[src/rtl/esfa_trial_scheduler_if.sv]
// Command, statistics and engine-control bundle between the host decoder, the
// trial scheduler and the ESFATop run engine.
interface esfa_trial_scheduler_if #(
  parameter int unsigned CNT_W = 16
);
  logic             cmdValid;
  logic [CNT_W-1:0] cmdTrials;
  logic             cmdAbort;
  logic             cmdReady;
  logic             busy;
  logic             done;
  logic             aborted;
  logic             doRun;
  logic             isRunning;
  logic             wasSuccessful;
  logic [31:0]      currentAddr;
  logic [CNT_W-1:0] trialsDone;
  logic [CNT_W-1:0] successCount;
  logic [CNT_W-1:0] timeoutCount;
  logic [CNT_W-1:0] startFailCount;
  logic [31:0]      lastAddr;

  // Scheduler side.
  modport slave (
    input  cmdValid, cmdTrials, cmdAbort, isRunning, wasSuccessful, currentAddr,
    output cmdReady, busy, done, aborted, doRun,
           trialsDone, successCount, timeoutCount, startFailCount, lastAddr
  );

  // Host and engine side.
  modport master (
    output cmdValid, cmdTrials, cmdAbort, isRunning, wasSuccessful, currentAddr,
    input  cmdReady, busy, done, aborted, doRun,
           trialsDone, successCount, timeoutCount, startFailCount, lastAddr
  );
endinterface

[src/rtl/esfa_trial_scheduler.sv]
// Runs a batch of engine trials back-to-back under start/run watchdogs and
// accumulates per-batch statistics; sole driver of the engine doRun request.
module esfa_trial_scheduler #(
  parameter int unsigned CNT_W          = 16,
  parameter int unsigned START_WAIT     = 16,
  parameter int unsigned TIMEOUT_CYCLES = 1000000,
  parameter int unsigned TMR_W          = 32
) (
  input logic                   clk,
  input logic                   rst_n,
  esfa_trial_scheduler_if.slave bus
);

  localparam logic [TMR_W-1:0] START_LAST = TMR_W'(START_WAIT - 1);
  localparam logic [TMR_W-1:0] RUN_LAST   = TMR_W'(TIMEOUT_CYCLES - 1);

  typedef enum logic [2:0] {
    S_IDLE, S_START, S_RUN, S_SAMPLE, S_DRAIN, S_NEXT, S_DONE
  } state_e;

  state_e             state_q, state_d;
  logic [TMR_W-1:0]   tmr_q, tmr_d;
  logic [CNT_W-1:0]   rem_q, rem_d;
  logic [CNT_W-1:0]   trials_q, trials_d;
  logic [CNT_W-1:0]   succ_q, succ_d;
  logic [CNT_W-1:0]   tmo_q, tmo_d;
  logic [CNT_W-1:0]   sfail_q, sfail_d;
  logic [31:0]        last_addr_q, last_addr_d;
  logic               aborted_q, aborted_d;
  logic               do_run_q, cmd_ready_q, busy_q, done_q;
  logic               abort_c;

  function automatic logic [CNT_W-1:0] sat_inc(input logic [CNT_W-1:0] v);
    return (&v) ? v : v + CNT_W'(1);
  endfunction

  // Abort only matters while a batch is in flight.
  assign abort_c = bus.cmdAbort &&
                   (state_q inside {S_START, S_RUN, S_SAMPLE, S_DRAIN, S_NEXT});

  // Next-state and statistics update.
  always_comb begin
    state_d     = state_q;
    tmr_d       = tmr_q;
    rem_d       = rem_q;
    trials_d    = trials_q;
    succ_d      = succ_q;
    tmo_d       = tmo_q;
    sfail_d     = sfail_q;
    last_addr_d = last_addr_q;
    aborted_d   = aborted_q;

    if (abort_c) begin
      state_d   = S_DONE;
      aborted_d = 1'b1;
    end else begin
      case (state_q)
        S_IDLE: begin
          if (bus.cmdValid) begin
            rem_d     = bus.cmdTrials;
            trials_d  = '0;
            succ_d    = '0;
            tmo_d     = '0;
            sfail_d   = '0;
            aborted_d = 1'b0;
            tmr_d     = '0;
            state_d   = (bus.cmdTrials == '0) ? S_DONE : S_START;
          end
        end
        S_START: begin
          if (bus.isRunning) begin
            tmr_d   = '0;
            state_d = S_RUN;
          end else if (tmr_q == START_LAST) begin
            sfail_d = sat_inc(sfail_q);
            state_d = S_NEXT;
          end else begin
            tmr_d = tmr_q + TMR_W'(1);
          end
        end
        S_RUN: begin
          // A fall coinciding with the timeout still counts as a normal finish.
          if (!bus.isRunning) begin
            state_d = S_SAMPLE;
          end else if (tmr_q == RUN_LAST) begin
            tmo_d   = sat_inc(tmo_q);
            state_d = S_DRAIN;
          end else begin
            tmr_d = tmr_q + TMR_W'(1);
          end
        end
        S_SAMPLE: begin
          if (bus.wasSuccessful) succ_d = sat_inc(succ_q);
          last_addr_d = bus.currentAddr;
          state_d     = S_NEXT;
        end
        S_DRAIN: begin
          if (!bus.isRunning) state_d = S_NEXT;
        end
        S_NEXT: begin
          trials_d = sat_inc(trials_q);
          rem_d    = rem_q - CNT_W'(1);
          tmr_d    = '0;
          state_d  = (rem_q == CNT_W'(1)) ? S_DONE : S_START;
        end
        S_DONE:  state_d = S_IDLE;
        default: state_d = S_IDLE;
      endcase
    end
  end

  // State, counters and outputs registered off the next state.
  always_ff @(posedge clk or negedge rst_n) begin
    if (!rst_n) begin
      state_q     <= S_IDLE;
      tmr_q       <= '0;
      rem_q       <= '0;
      trials_q    <= '0;
      succ_q      <= '0;
      tmo_q       <= '0;
      sfail_q     <= '0;
      last_addr_q <= '0;
      aborted_q   <= 1'b0;
      do_run_q    <= 1'b0;
      cmd_ready_q <= 1'b1;
      busy_q      <= 1'b0;
      done_q      <= 1'b0;
    end else begin
      state_q     <= state_d;
      tmr_q       <= tmr_d;
      rem_q       <= rem_d;
      trials_q    <= trials_d;
      succ_q      <= succ_d;
      tmo_q       <= tmo_d;
      sfail_q     <= sfail_d;
      last_addr_q <= last_addr_d;
      aborted_q   <= aborted_d;
      do_run_q    <= (state_d == S_START);
      cmd_ready_q <= (state_d == S_IDLE);
      busy_q      <= !(state_d inside {S_IDLE, S_DONE});
      done_q      <= (state_d == S_DONE);
    end
  end

  assign bus.doRun          = do_run_q;
  assign bus.cmdReady       = cmd_ready_q;
  assign bus.busy           = busy_q;
  assign bus.done           = done_q;
  assign bus.aborted        = aborted_q;
  assign bus.trialsDone     = trials_q;
  assign bus.successCount   = succ_q;
  assign bus.timeoutCount   = tmo_q;
  assign bus.startFailCount = sfail_q;
  assign bus.lastAddr       = last_addr_q;

endmodule
[src/flat_wrapper.sv]
// flat-port wrapper written by rule: the top's interface ports become plain ports
module esfa_trial_scheduler_flat 
#(
  parameter int unsigned CNT_W          = 16,
  parameter int unsigned START_WAIT     = 16,
  parameter int unsigned TIMEOUT_CYCLES = 1000000,
  parameter int unsigned TMR_W          = 32
)
  (clk, rst_n, bus_cmdValid, bus_cmdTrials, bus_cmdAbort, bus_isRunning, bus_wasSuccessful, bus_currentAddr, bus_cmdReady, bus_busy, bus_done, bus_aborted, bus_doRun, bus_trialsDone, bus_successCount, bus_timeoutCount, bus_startFailCount, bus_lastAddr);
  esfa_trial_scheduler_if #(.CNT_W(CNT_W)) bus_i ();
  input logic clk;
  input logic rst_n;
  input wire logic [$bits(bus_i.cmdValid)-1:0] bus_cmdValid;
  input wire logic [$bits(bus_i.cmdTrials)-1:0] bus_cmdTrials;
  input wire logic [$bits(bus_i.cmdAbort)-1:0] bus_cmdAbort;
  input wire logic [$bits(bus_i.isRunning)-1:0] bus_isRunning;
  input wire logic [$bits(bus_i.wasSuccessful)-1:0] bus_wasSuccessful;
  input wire logic [$bits(bus_i.currentAddr)-1:0] bus_currentAddr;
  output wire logic [$bits(bus_i.cmdReady)-1:0] bus_cmdReady;
  output wire logic [$bits(bus_i.busy)-1:0] bus_busy;
  output wire logic [$bits(bus_i.done)-1:0] bus_done;
  output wire logic [$bits(bus_i.aborted)-1:0] bus_aborted;
  output wire logic [$bits(bus_i.doRun)-1:0] bus_doRun;
  output wire logic [$bits(bus_i.trialsDone)-1:0] bus_trialsDone;
  output wire logic [$bits(bus_i.successCount)-1:0] bus_successCount;
  output wire logic [$bits(bus_i.timeoutCount)-1:0] bus_timeoutCount;
  output wire logic [$bits(bus_i.startFailCount)-1:0] bus_startFailCount;
  output wire logic [$bits(bus_i.lastAddr)-1:0] bus_lastAddr;
  assign bus_i.cmdValid = bus_cmdValid;
  assign bus_i.cmdTrials = bus_cmdTrials;
  assign bus_i.cmdAbort = bus_cmdAbort;
  assign bus_i.isRunning = bus_isRunning;
  assign bus_i.wasSuccessful = bus_wasSuccessful;
  assign bus_i.currentAddr = bus_currentAddr;
  assign bus_cmdReady = bus_i.cmdReady;
  assign bus_busy = bus_i.busy;
  assign bus_done = bus_i.done;
  assign bus_aborted = bus_i.aborted;
  assign bus_doRun = bus_i.doRun;
  assign bus_trialsDone = bus_i.trialsDone;
  assign bus_successCount = bus_i.successCount;
  assign bus_timeoutCount = bus_i.timeoutCount;
  assign bus_startFailCount = bus_i.startFailCount;
  assign bus_lastAddr = bus_i.lastAddr;
  esfa_trial_scheduler #(.CNT_W(CNT_W), .START_WAIT(START_WAIT), .TIMEOUT_CYCLES(TIMEOUT_CYCLES), .TMR_W(TMR_W)) u_core (.clk(clk), .rst_n(rst_n), .bus(bus_i));
endmodule
[config.mk]
export PLATFORM = sky130hd
export DESIGN_NAME = esfa_trial_scheduler_flat
export DESIGN_NICKNAME = d
export VERILOG_FILES = /design/src/rtl/esfa_trial_scheduler_if.sv /design/src/rtl/esfa_trial_scheduler.sv /design/src/flat_wrapper.sv
export SDC_FILE = /design/constraint.sdc
export NUM_CORES = 1
export LEC_CHECK = 0
export CAP_MARGIN = 20
export CORE_AREA = 2 2 114 116
export CTS_BUF_LIST = sky130_fd_sc_hd__clkbuf_4
export DETAILED_ROUTE_END_ITERATION = 10
export DIE_AREA = 0 0 116 118
export DONT_BUFFER_PORTS = 1
export GPL_TIMING_DRIVEN = 0
export PLACE_DENSITY = 0.79
export SYNTH_ARGS = -nofsm -noshare
export SYNTH_HDL_FRONTEND = slang
export SYNTH_SLANG_ARGS = --single-unit
[constraint.sdc]
create_clock -name clk -period 4.9 [get_ports clk]
set_input_delay 0.245 -clock clk [delete_from_list [all_inputs] [get_ports clk]]
set_output_delay 0.245 -clock clk [all_outputs]
set_load 0.1 [all_outputs]
==> flow_metrics.py <==
metrics = {
    "run_status": {
        "status": "complete, no violations",
    },
    "sta": {
        "fin_crit_sh_pct": 65.7,
        "fin_worst_hold_slack_ns": 0.0442,
        "max_freq_ghz": 0.310,
        "rsz0062_at_grt": "false",
        "hold_viol": 0,
        "slew_viol_final": 0,
        "setup_violations": 0,
        "totalNegativeSetupSlack_ns": 0,
        "slew_headroom_pct": 28.2,
        "fin_crit_ns": 3.22,
        "fin_skew_ns": 0.0326,
        "worstMarginPinSlew_ns": 1.08,
    },
    "floorplanning": {
        "dieArea_um2": 13700,
        "row_count": 41,
        "die_height_um": 118,
        "core_region_area_um2": 12400,
        "io_pins": 155,
        "start_util_pct": 63.5,
        "die_w_um": 116,
    },
    "min_path": {
        "worstHoldStart": "bus_cmdAbort",
        "hold_path_class": "input pin to flip-flop",
        "min_to": "u_core.bus.busy",
        "min_path_cells": 3,
    },
    "clock_tree": {
        "cts_setup_buffers": 0,
        "clk_pin_slew_ns": 0.15,
        "clk_latency_ns": 0.60,
        "cts_tree": "built",
        "cts_num_sinks": 152,
        "h-tree-depth": 4,
        "cts_made_buffers": 17,
        "clockBufferDepth": 2,
        "post_cts_resized": 0,
        "root_buffer": "clkbuf_4",
    },
    "power_and_ir_drop": {
        "combPwrFrac_pct": 22.2,
        "p_switching_w": 0.00264,
        "p_leak_nw": 3.78,
        "switching_share_pct": 55.4,
        "seqPwrFrac_pct": 61.0,
        "p_int_w": 0.00213,
        "ir_drop_v": 0.000775,
        "clkPwrFrac_pct": 16.8,
        "power.density_nw_per_um2": 531,
    },
    "placement": {
        "hpwl_um": 13300,
        "place_congestion": 0.905,
        "portBuffers": 0,
    },
    "layout": {
        "final_util_pct": 72.3,
        "nets": 965,
        "layout-drive-gt1-share_pct": 9.16,
        "n_antenna_cell": 0,
        "area_growth_pct": 13.9,
    },
    "yosys": {
        "synth_fa_ha_area_share_pct": 1.11,
        "synth_edf_count": 0,
        "yosysTopAreaCell": "dfrtp_1",
        "synth_compound_area_share_pct": 12.8,
        "synth_fp_nets": 890,
        "synth_most_common_cell": "dfrtp_1",
        "synth_area_leaders": "dfrtp_1 (48%), mux2_2 (4.6%), xor2_1 (4.2%), nor2_1 (4.2%), nand3_1 (3.6%)",
        "synth-seq-cells": 152,
        "synth_area_um2": 7880,
        "yosysSeqAreaShare_pct": 48.3,
        "avgSynthCellArea_um2": 9.51,
        "synth-simple-area-share_pct": 24.4,
        "synth_xor_xnor_area_share_pct": 6.22,
        "yosys.area.top_type_share_pct": 47.9,
        "synthCells": 829,
        "yosys-top-cells-count": "dfrtp_1 (151), nor2_1 (88), nand2_1 (66)",
        "synth_top_family_by_area": "simple AND/OR/NAND/NOR gates",
        "synth_mux_area_share_pct": 4.57,
        "ys.flop_type": "dfrtp_1",
        "synth.distinct_cells": 64,
        "yosysWarnings": 0,
        "synthArstFlopShare_pct": 100,
    },
    "critical_path": {
        "r2r_cells": 7,
        "crit_arrival_ns": 3.74,
        "crit_path_end_kind": "flip-flop",
        "crit_fanout": 10,
        "required_ns": 5.42,
        "rr_endpoint": "u_core.tmr_q[5]",
        "start_kind": "flip-flop",
        "r2r_slack_ns": 1.68,
        "r2r-start": "u_core.state_q[0]",
        "crit_type": "flip-flop to flip-flop",
    },
    "global_route": {
        "grt-ovfl-total": 0,
        "grt_pass1_vias": 6679,
        "grt_max_degree": 153,
        "grt_first_pass_wirelength_um": 33300,
        "antenna_found_initial": 0,
        "groute.usage.overall_pct": 30.7,
    },
    "drt": {
        "routed_wirelength_um": 20600,
        "dr_total_vias": 6941,
        "drt_first_pass_iters": 5,
        "drt_iter0_markers": 792,
        "vias_per_cell": 6.37,
        "ant_nets": 0,
        "drc": 0,
        "wl_per_cell_um": 18.9,
    },
    "run": {
        "drv_cap": 0,
    },
}
[final cells by class]
cell class | instances | area, um2
inverters | 14 | 52.6
fillers | 897 | 3440
repair buffers | 56 | 578
flip-flops and latches | 152 | 3800
clock buffers | 17 | 128
clock inverters | 15 | 174
plain buffers | 38 | 154
well taps | 172 | 215
multi-input cells | 625 | 3870
[layer usage]
metal  vias up  global-route usage, %  part of all wire, %
met3        48                   9.47                  8.1
met2       340                   49.9                   50
met5         -                      0                    0
li1       3179                      -                    -
met4         0                   8.63                  2.0
met1      3374                   39.7                   40
[critical path, stage by stage (launching register included)]
cell      delay, ns
dfrtp_1        0.35
clkbuf_1       0.28
nor3b_1        0.83
nand2b_1       0.28
nand2_1        0.36
nand2_1        0.29
or4b_2         0.68
nand3_1        0.11
[power groups by stage]
stage          registers, W  logic (W)  clock network [W]
5_1_grt             0.00294    0.00115           0.000865
3_5_place_dp        0.00292   0.000958                  0
4_1_cts             0.00290    0.00103           0.000806
2_1_floorplan       0.00285   0.000737                  0
3_3_place_gp        0.00291   0.000915                  0
6_report            0.00291    0.00106           0.000802
[worst max-delay path by stage]
stage | depth (start not counted) | slack (ns) | endpoint | start
floorplan | 7 | 2.16 | u_core.bus.startFailCount[10] | u_core.bus.startFailCount[7]
global placement | 7 | 1.79 | u_core.tmr_q[5] | u_core.state_q[0]
CTS | 7 | 1.70 | u_core.tmr_q[5] | u_core.state_q[0]
detailed placement | 7 | 1.76 | u_core.tmr_q[5] | u_core.state_q[0]
finish | 7 | 1.68 | u_core.tmr_q[5] | u_core.state_q[0]
global route | 7 | 1.54 | u_core.tmr_q[5] | u_core.state_q[0]
[sequential cells by signal, indices dropped and copies added, names as in the netlist]
name,flops
u_core.bus.timeoutCount,16
u_core.tmr_q,32
u_core.bus.cmdReady,1
u_core.bus.lastAddr,32
u_core.bus.startFailCount,16
u_core.bus.trialsDone,16
u_core.bus.aborted,1
u_core.bus.busy,1
u_core.bus.doRun,1
u_core.state_q,3
u_core.bus.done,1
u_core.bus.successCount,16
u_core.rem_q,16
[what timing repair did]
action,4_1_cts,5_1_grt
endpoints found under the setup margin,0,0
hold buffers,56,0
endpoints found under the hold margin,204,0
[cells in the final DEF (no fill, tap or decap), types with 32 or more instances in the layout]
master / Yosys / layout
a21oi_1: 47 / 47
mux2_2: 32 / 32
xor2_1: 38 / 38
nand2_1: 66 / 66
clkbuf_1: 34 / 34
dfrtp_1: 151 / 151
nand3_1: 56 / 56
dlygate4sd3_1: 0 / 55
nor2_1: 88 / 88
o21ai_0: 48 / 48
[per-stage QoR]
step | setup slack (ns) | std cells | cell area (um2) | power (W)
2_1_floorplan | 2.16 | 829 | 7880 | 0.00359
3_3_place_gp | 1.79 | 1001 | 8100 | 0.00382
3_5_place_dp | 1.76 | 1001 | 8100 | 0.00388
4_1_cts | 1.70 | 1089 | 8980 | 0.00473
5_1_grt | 1.54 | 1089 | 8980 | 0.00496
6_report | 1.68 | 1089 | 8980 | 0.00477
[cells by family after synthesis]
logic type	after synthesis
flops	152
simple gates	371
mux	32
compound gates	159
fa+ha+maj	7
buf+inv	52
xor+xnor	56
(Power assumes the default switching activity.)
